File: src/rtl/mem_arbiter_pkg.sv
// Shared types for the fetch/load-store RAM arbiter: access sizes, RAM op,
// response-register layout and the default RAM word-address width.
package mem_arbiter_pkg;

    localparam int MEM_ADDR_W = 10;

    typedef enum logic [1:0] {
        BYTE = 2'd0,
        HALF = 2'd1,
        WORD = 2'd2
    } mem_size_e;

    typedef enum logic {
        MEM_LOAD  = 1'b0,
        MEM_STORE = 1'b1
    } mem_op_e;

    typedef enum logic {
        OWN_IF = 1'b0,
        OWN_D  = 1'b1
    } owner_e;

    // size is kept raw so an illegal encoding can still be carried to the response
    typedef struct packed {
        owner_e      owner;
        logic        we;
        logic [1:0]  size;
        logic        uns;
        logic [1:0]  off;
        logic [31:0] wdata;
        logic        err;
    } rsp_reg_t;

endpackage

File: src/rtl/mem_lane_merge.sv
// Byte-lane helper: merges sub-word store data into the old RAM word and
// extracts/extends sub-word load results. Purely combinational.
module mem_lane_merge
    import mem_arbiter_pkg::*;
(
    input  logic [1:0]  i_size,
    input  logic        i_uns,
    input  logic [1:0]  i_off,
    input  logic [31:0] i_wdata,
    input  logic [31:0] i_rdata,
    output logic [31:0] o_merged,
    output logic [31:0] o_load
);
    logic [4:0]  w_bsh;
    logic [4:0]  w_hsh;
    logic [7:0]  w_byte;
    logic [15:0] w_half;

    assign w_bsh  = {i_off, 3'b000};
    assign w_hsh  = {i_off[1], 4'b0000};
    assign w_byte = 8'(i_rdata >> w_bsh);
    assign w_half = i_off[1] ? i_rdata[31:16] : i_rdata[15:0];

    // Lane selection per access size; illegal sizes never reach the RAM.
    always_comb begin
        case (i_size)
            BYTE: begin
                o_load   = {{24{w_byte[7] & ~i_uns}}, w_byte};
                o_merged = (i_rdata & ~(32'h0000_00FF << w_bsh))
                         | ({24'h00_0000, i_wdata[7:0]} << w_bsh);
            end
            HALF: begin
                o_load   = {{16{w_half[15] & ~i_uns}}, w_half};
                o_merged = (i_rdata & ~(32'h0000_FFFF << w_hsh))
                         | ({16'h0000, i_wdata[15:0]} << w_hsh);
            end
            default: begin
                o_load   = i_rdata;
                o_merged = i_wdata;
            end
        endcase
    end

endmodule

File: src/rtl/mem_arbiter.sv
// Arbitrates the single-port word RAM between instruction fetch and
// load/store, with a 2-stage issue/response pipeline and sub-word support.
module mem_arbiter
    import mem_arbiter_pkg::*;
#(
    parameter int ADDR_W      = MEM_ADDR_W,
    parameter int MAX_DSTREAK = 4
) (
    input  logic        clk,
    input  logic        rst,
    input  logic        if_req,
    input  logic [31:0] if_addr,
    output logic        if_gnt,
    output logic        if_rvalid,
    output logic [31:0] if_rdata,
    output logic        if_err,
    input  logic        d_req,
    input  logic        d_we,
    input  logic [1:0]  d_size,
    input  logic        d_unsigned,
    input  logic [31:0] d_addr,
    input  logic [31:0] d_wdata,
    output logic        d_gnt,
    output logic        d_rvalid,
    output logic [31:0] d_rdata,
    output logic        d_err,
    output logic [31:0] ram_addr,
    output logic [31:0] ram_wdata,
    output mem_op_e     ram_mem_op,
    input  logic [31:0] ram_rdata
);
    logic [3:0]  r_streak;
    logic        r_valid;
    rsp_reg_t    r_rsp;

    logic        w_fetch_turn;
    logic        w_if_gnt;
    logic        w_d_gnt;
    logic        w_if_err;
    logic        w_d_mis;
    logic        w_d_err;
    logic        w_live;
    logic        w_store;
    logic [31:0] w_merged;
    logic [31:0] w_load;

    // Fetch only overtakes data once the data streak has hit its limit.
    assign w_fetch_turn = if_req && (r_streak == 4'(MAX_DSTREAK));
    assign w_d_gnt      = !rst && d_req && !w_fetch_turn;
    assign w_if_gnt     = !rst && if_req && !w_d_gnt;
    assign if_gnt       = w_if_gnt;
    assign d_gnt        = w_d_gnt;

    assign w_if_err = (if_addr[1:0] != 2'b00) || (|if_addr[31:ADDR_W+2]);
    assign w_d_err  = w_d_mis || (|d_addr[31:ADDR_W+2]);

    // Alignment rule per access size; size 3 is always an error.
    always_comb begin
        case (d_size)
            BYTE:    w_d_mis = 1'b0;
            HALF:    w_d_mis = d_addr[0];
            WORD:    w_d_mis = (d_addr[1:0] != 2'b00);
            default: w_d_mis = 1'b1;
        endcase
    end

    assign ram_addr = w_d_gnt  ? d_addr  :
                      w_if_gnt ? if_addr : 32'h0000_0000;

    // Response register and data-streak counter.
    always_ff @(posedge clk) begin
        if (rst) begin
            r_streak <= 4'd0;
            r_valid  <= 1'b0;
            r_rsp    <= '0;
        end else begin
            r_valid <= w_if_gnt || w_d_gnt;
            if (w_d_gnt) begin
                r_rsp <= '{OWN_D, d_we, d_size, d_unsigned, d_addr[1:0], d_wdata, w_d_err};
            end else if (w_if_gnt) begin
                r_rsp <= '{OWN_IF, 1'b0, WORD, 1'b0, 2'b00, 32'h0000_0000, w_if_err};
            end else begin
                r_rsp <= r_rsp;
            end
            if (!if_req || w_if_gnt) begin
                r_streak <= 4'd0;
            end else if (w_d_gnt && (r_streak != 4'(MAX_DSTREAK))) begin
                r_streak <= r_streak + 4'd1;
            end else begin
                r_streak <= r_streak;
            end
        end
    end

    mem_lane_merge u_lane (
        .i_size   (r_rsp.size),
        .i_uns    (r_rsp.uns),
        .i_off    (r_rsp.off),
        .i_wdata  (r_rsp.wdata),
        .i_rdata  (ram_rdata),
        .o_merged (w_merged),
        .o_load   (w_load)
    );

    // Reset masks the response stage so a registered store cannot leak out.
    assign w_live     = !rst && r_valid;
    assign if_rvalid  = w_live && (r_rsp.owner == OWN_IF);
    assign if_err     = if_rvalid && r_rsp.err;
    assign if_rdata   = (if_rvalid && !r_rsp.err) ? ram_rdata : 32'h0000_0000;
    assign d_rvalid   = w_live && (r_rsp.owner == OWN_D);
    assign d_err      = d_rvalid && r_rsp.err;
    assign d_rdata    = (d_rvalid && !r_rsp.err && !r_rsp.we) ? w_load : 32'h0000_0000;
    assign w_store    = d_rvalid && !r_rsp.err && r_rsp.we;
    assign ram_mem_op = w_store ? MEM_STORE : MEM_LOAD;
    assign ram_wdata  = w_store ? w_merged : 32'h0000_0000;

endmodule
File: config.mk
export PLATFORM = sky130hd
export DESIGN_NAME = mem_arbiter
export DESIGN_NICKNAME = d
export VERILOG_FILES = /design/src/rtl/mem_arbiter_pkg.sv /design/src/rtl/mem_lane_merge.sv /design/src/rtl/mem_arbiter.sv
export SDC_FILE = /design/constraint.sdc
export NUM_CORES = 1
export LEC_CHECK = 0
export CAP_MARGIN = 5
export CORE_AREA = 2 2 91 128
export CTS_CLUSTER_SIZE = 12
export DETAILED_ROUTE_END_ITERATION = 8
export DIE_AREA = 0 0 93 130
export GPL_TIMING_DRIVEN = 0
export PLACE_DENSITY_LB_ADDON = 0.05
export RECOVER_POWER = 25
export SETUP_SLACK_MARGIN = 0.15
export SLEW_MARGIN = 20
export SYNTH_ARGS = -nofsm -noshare
export SYNTH_HDL_FRONTEND = slang
export SYNTH_SLANG_ARGS = --single-unit
File: constraint.sdc
create_clock -name clk -period 2.3 [get_ports clk]
set_input_delay 0.46 -clock clk [delete_from_list [all_inputs] [get_ports clk]]
set_output_delay 0.46 -clock clk [all_outputs]
set_load 0.02 [all_outputs]
Yosys cells after proc, flatten, opt, wreduce, memory -nomap -nowiden
Index checks and enable logic that the tools add are counted.

word-level totals
  register bits = 45
  word-level logic and storage cells = 75
  output and inout bits = 135

cells by class
  shift operators = 5
  bitwise operators = 10
  mux-type cells = 12
  eq/ne operators = 5
  reductions and logical operators = 33
  add/sub/neg operators = 1

operator list
  operator                 number
  $mux W32                 5
  $pmux W32 S2             2
  $mux W40                 2
  $and A32 B32 Y32         2
  $not A32 Y32             2
  $or A32 B32 Y32          2
  $reduce_or A20 Y1        2
  $shl A16 B5 Y32          1
  $shl A16 B5 Y32 const A  1
  $shl A8 B5 Y32           1
  $shl A8 B5 Y32 const A   1
  $shr A32 B5 Y8           1
  $mux W16                 1
  $logic_and A1 B1 Y1      15
  $logic_not A1 Y1         6
  $reduce_bool A2 Y1       3
  $add A4 B1 Y4 const B    1
  $eq A2 B1 Y1 const B     2
  $eq A4 B3 Y1 const B     1
  $logic_not A2 Y1         2
  $logic_or A1 B1 Y1       4
  $ne A4 B3 Y1 const B     1
  $pmux W1 S3              1
  $and A1 B1 Y1            2
  4 further kinds          5

Logic depth before layout (Yosys ltp)
Gate-level depths: netlist (run 1).

  word-level depth = 8
  gate-level depth with buffers = 8

Modules after synthesis
From an unflattened synthesis (run 1), not the netlist that was laid out.

unflattened totals
  cells, all modules = 576
  area total of the unflattened synthesis = 4299.1 sq um

modules (own cells, without submodules)
  module          cells an instance  area each (sq um)  times used
  mem_arbiter     328                2655.0             1
  mem_lane_merge  248                1644.1             1

Worst setup path after synthesis (run 1)
OpenSTA, ideal clock, no wires.

  kind = input to output
  start point = in rst
  end point = out d_rdata[14]
  required time = 1.840 ns
  setup slack = -0.091 ns
  arrival time = 1.931 ns
  cell stages on the path = 6
  path buffers = 3
  path through = buf_6 -> nand3b_4 -> or3_1 -> buf_2 -> clkbuf_1 -> a221oi_1

between the ends
  cells in the longest elaborated chain, start to end = 6

RTL lines
  element                           line                source
  from (decl)                       mem_arbiter.sv:10   input logic rst,
  $logic_not A1 Y1                  mem_arbiter.sv:106  assign w_live = !rst && r_valid;
  $logic_and A1 B1 Y1               mem_arbiter.sv:106
  $logic_and A1 B1 Y1               mem_arbiter.sv:110  assign d_rvalid = w_live && (r_rsp.owner == OWN_D);
  $logic_and A1 B1 Y1 (2 in a row)  mem_arbiter.sv:112  assign d_rdata = (d_rvalid && !r_rsp.err && !r_rsp.we) ? w_load : 32'h0000_0000;
  $mux W32                          mem_arbiter.sv:112
  to (decl)                         mem_arbiter.sv:25   output logic [31:0] d_rdata,

No other way between the ends.

Worst setup path in the final report (run 1)
  start point = in ram_rdata[31]
  end point = out d_rdata[24]

between the ends
  cells in the longest elaborated chain, start to end = 4
  elaborated cells between the ends (all ways) = 6
  classes of those cells = shift (1); mux (3); bitwise (2)

RTL lines
  element                                     line                                        source
  from (decl)                                 mem_arbiter.sv:30                           input logic [31:0] ram_rdata
  $shr A32 B5 Y8 or $mux W16 (tied branches)  mem_lane_merge.sv:21, mem_lane_merge.sv:22
  $and A1 B1 Y1, on equally long branches     mem_lane_merge.sv:28, mem_lane_merge.sv:33
  $pmux W32 S2 *                              mem_lane_merge.sv:26                        case (i_size)
  $mux W32 *                                  mem_arbiter.sv:112

Mark *: on every way between the ends. The rest lies on a longest branch, timed or not.

==> summary.txt, run 1 <==
Pwr
  – P per Cell Area: between 300 and 400 nW/µm²
  – Clock network power share: between 20% and 30%
  – Leak pwr: between 3 and 4 nW
  – Psw: 0.000930 W
  – Combinational share of power: between 40% and 50%
  – VDD IR-drop max: between 200 and 300 µV
  – Sequential share of power: 29.7%
  – Switching share of power: 32.2%
  – Internal Power: a little under 0.002 W

Timing
  – Max-slew headroom: approximately three fifths
  – Final period util: 112%
  – Worst-Margin Slew: 575 ps
  – Post-Route Hold Slack: roughly 490 ps
  – Pins over their slew limit: 0
  – Layout Skew: around 3.5 ps
  – Fin. Hold Viols: 0
  – Setup WS post-layout: -266 ps
  – Fmax: 390 MHz
  – Min Tclk post-route: roughly 2600 ps
  – # setup viols final: ~80
  – RSZ-0062 raised after global routing: true

CTS
  – CTS Root Cell: clkbuf_16
  – Clock tree sinks: 45
  – CTS Buf Count: 5
  – Worst-path clk slew: about 60 ps
  – Skew-Pair Late Insertion Delay: 290 ps
  – CTS max path bufs: 2
  – # H-tree levels: 2
  – CTS tree: done

Finish
  – Post-Layout Cell Count: between 900 and 1000
  – Most frequent cells in the layout: 109 x clkdlybuf4s50_1, 82 x buf_6, 81 x nor2_1
  – Area growth from synthesis to layout: 115%
  – Final nets: approximately 980
  – Most common cell after layout, fill and taps aside: clkdlybuf4s50_1
  – Layout fillers: 913
  – Antenna Cells: 0
  – Layout cell share with drive strength beyond 1: 37.5%

Die
  – FP Rows: 46
  – Die footprint: around 12000 µm²
  – Width of the die: between 90 and 100 µm
  – Die H: ~130 µm
  – Core area: 11100 µm²
  – Starting Density: 34.0%
  – Io pins: between 200 and 300

Drt
  – Antenna-violating nets left: 0
  – Routed met1 length: approximately 7000 µm
  – Vias: between 5000 and 6000
  – 1st-iter DRT viols: 349
  – Detailed-router iteration count before antenna repair: 8
  – WL met3: roughly 1800 µm
  – Met2 routed WL: approximately 11000 µm
  – Max layer used: met4
  – Drc violations: 0
  – Post-Route WL: around 22000 µm
  – Drt wl/cell: approximately 22 µm
  – DR vias/cell: 5.80

Critical path
  – Endpoint class of the critical path: primary output
  – Crit Path Category: in -> out
  – Worst r2r src: r_streak[1]
  – CP endpoint: d_rdata[24]
  – R2R depth: 9
  – Worst path required time: about 1800 ps
  – Worst-path maximum fanout: 5
  – CP arrival: approximately 2100 ps
  – Crit Reg-Reg Endpoint: r_rsp[15]
  – Crit path from: ram_rdata[31]
  – R2R Setup Slk: approximately 310 ps
  – Startpoint Class: input port

Placement
  – HPWL reported at the end of detailed placement: 16100 µm
  – DP Cell Count: 921
  – Gp weighted congestion: roughly 0.95
  – Port Buffer Count: around 270

Yosys
  – Post-synth top area cell: dfxtp_1
  – Syn Inst Count: 508
  – Synthesized area: between 3000 and 4000 µm²
  – Post-synth top area share: about 24%
  – Synth Net Count: 646
  – Area contributors post-synth: dfxtp_1 24%, a22o_1 9.3%, nor2_1 8.8%, a22oi_1 7.4%, and3_1 5.3%
  – Synth async-reset ratio: 0%
  – EDFF count, synth: 0
  – Sequential area share after synthesis: approximately a quarter
  – Syn avg cell area: ~7.4 µm²
  – Seq cells post-synth: between 40 and 50
  – Yosys cell types: between 40 and 50
  – Main synth FF type: dfxtp_1
  – Ys Warns: 0

Global route
  – Antenna violations before repair: 0
  – Vias in the first global route: approximately 5800
  – Total track usage: roughly a third
  – Global route overflow: 0
  – First-pass GRT wire length: about 32000 µm
  – Largest net degree at the start of global routing: 14

Outcome
  – Violated checks: setup timing
  – Status: finished with violations

Min path
  – HP Class: in -> reg

Run
  – MaxCap Viol Count: 0
## flip-flops by register name, summed over array words and instances (netlist names)
name and flops:
r_rsp 40, r_streak 4, r_valid 1
## cells in the mapped netlist, types with 2 or more instances
cell type,count
nand2b_1,3
buf_6,2
a21oi_2,11
buf_2,7
a222oi_1,7
o22ai_1,8
buf_1,3
a22o_1,40
a21oi_1,11
a211oi_1,2
nand4_1,2
nor3_1,16
nand3_1,10
a311oi_1,8
a22oi_1,37
a221oi_1,18
o21ai_0,8
and3_1,32
mux2_2,2
nand2_1,27
mux2i_1,8
dfxtp_1,45
inv_1,35
or2_2,2
mux4_2,8
ha_1,2
nor4_1,9
clkbuf_1,38
nand3b_1,2
nor2_1,88
## metrics by stage
stage                     power, W  util (%)  setup slack [ps]  cell area [µm²]  TNS (ps)
after floorplan            0.00132         -             -45.6             3980      -671
after global placement     0.00184      62.0             -1160             6850    -94800
after detailed placement   0.00185      62.0             -1200             6850    -98530
after CTS                  0.00281      71.5              -322             7900    -10420
after global routing       0.00297      72.9              -296             8060    -16680
final                      0.00289      72.9              -266             8060    -11770
## worst max-delay path, stage by stage
cell and delay, ps:
clkdlybuf4s15_2 280, mux4_2 340, nand2b_1 80, a221o_2 400, buf_6 150, buf_12 130
a21oi_4 120, buf_6 130
## what timing repair did
| action | in CTS | in global routing |
|---|---|---|
| setup buffers | 39 | 13 |
| gates resized for setup | 729 | 105 |
| pin swaps | 49 | 17 |
| cloned | 8 | 2 |
| endpoints found under the setup margin | 134 | 123 |
| hold buffers | 0 | 0 |
## layout make-up
class	count	area (µm²)	area share (%)
Buffer	49	464	5.76
Sequential cell	45	917	11.4
Multi-Input combinational cell	377	3010	37.3
Timing Repair Buffer	331	3180	39.4
Inverter	36	140	1.74
Clock inverter	1	30.0	0.373
Clock buffer	7	143	1.77
Tap cell	144	180	2.24
## cells by family (layout without fill, tap and decap cells)
| group | Yosys count | count (layout) | share of synthesized area [%] |
|---|---|---|---|
| AO/OA/AOI/OAI | 158 | 158 | 33.3 |
| XOR/XNOR | 2 | 2 | 0.467 |
| adder cells (fa/ha/maj) | 2 | 2 | 0.667 |
| buffers and inverters | 86 | 424 | 9.24 |
| flip-flops | 45 | 45 | 24.0 |
| multiplexers | 18 | 18 | 7.54 |
| AND/OR/NAND/NOR | 197 | 197 | 24.8 |
## how the worst min path moves through the flow
stage / startpoint / endpoint / slack (ps) / cells past startpoint
floorplan: r_streak[0] / r_streak[0] / 430 / 1
global placement: r_streak[0] / r_streak[0] / 440 / 1
detailed placement: r_streak[0] / r_streak[0] / 450 / 1
CTS: rst / r_rsp[0] / 500 / 2
global route: rst / r_rsp[0] / 490 / 2
finish: rst / r_rsp[0] / 490 / 2
## power groups by stage
| stage | logic [W] | registers, W | clock network [W] |
|---|---|---|---|
| floorplan | 0.000470 | 0.000852 | 0 |
| finish | 0.00120 | 0.000856 | 0.000830 |
| CTS | 0.00113 | 0.000854 | 0.000832 |
| global placement | 0.000970 | 0.000866 | 0 |
| detailed placement | 0.000982 | 0.000868 | 0 |
| global route | 0.00126 | 0.000858 | 0.000852 |
## routing by layer
metal | vias to the layer above | track usage (%)
li1 | 2587 | -
met1 | 2705 | 33.9
met2 | 359 | 64.6
met3 | 91 | 6.41
met4 | 0 | 20.6
met5 | - | 0
Note: power is estimated with default switching activity, not from simulation.
==> run 2, diff against run 1 <==
--- a/config.mk
+++ b/config.mk
@@ -7,6 +7,7 @@
 export LEC_CHECK = 0
 export CAP_MARGIN = 5
 export CORE_AREA = 2 2 91 128
+export CTS_CLUSTER_DIAMETER = 80
 export CTS_CLUSTER_SIZE = 12
 export DETAILED_ROUTE_END_ITERATION = 8
 export DIE_AREA = 0 0 93 130
==> results of run 2 <==
Same layout as run 1: the final DEF is identical, and so are final timing and power.
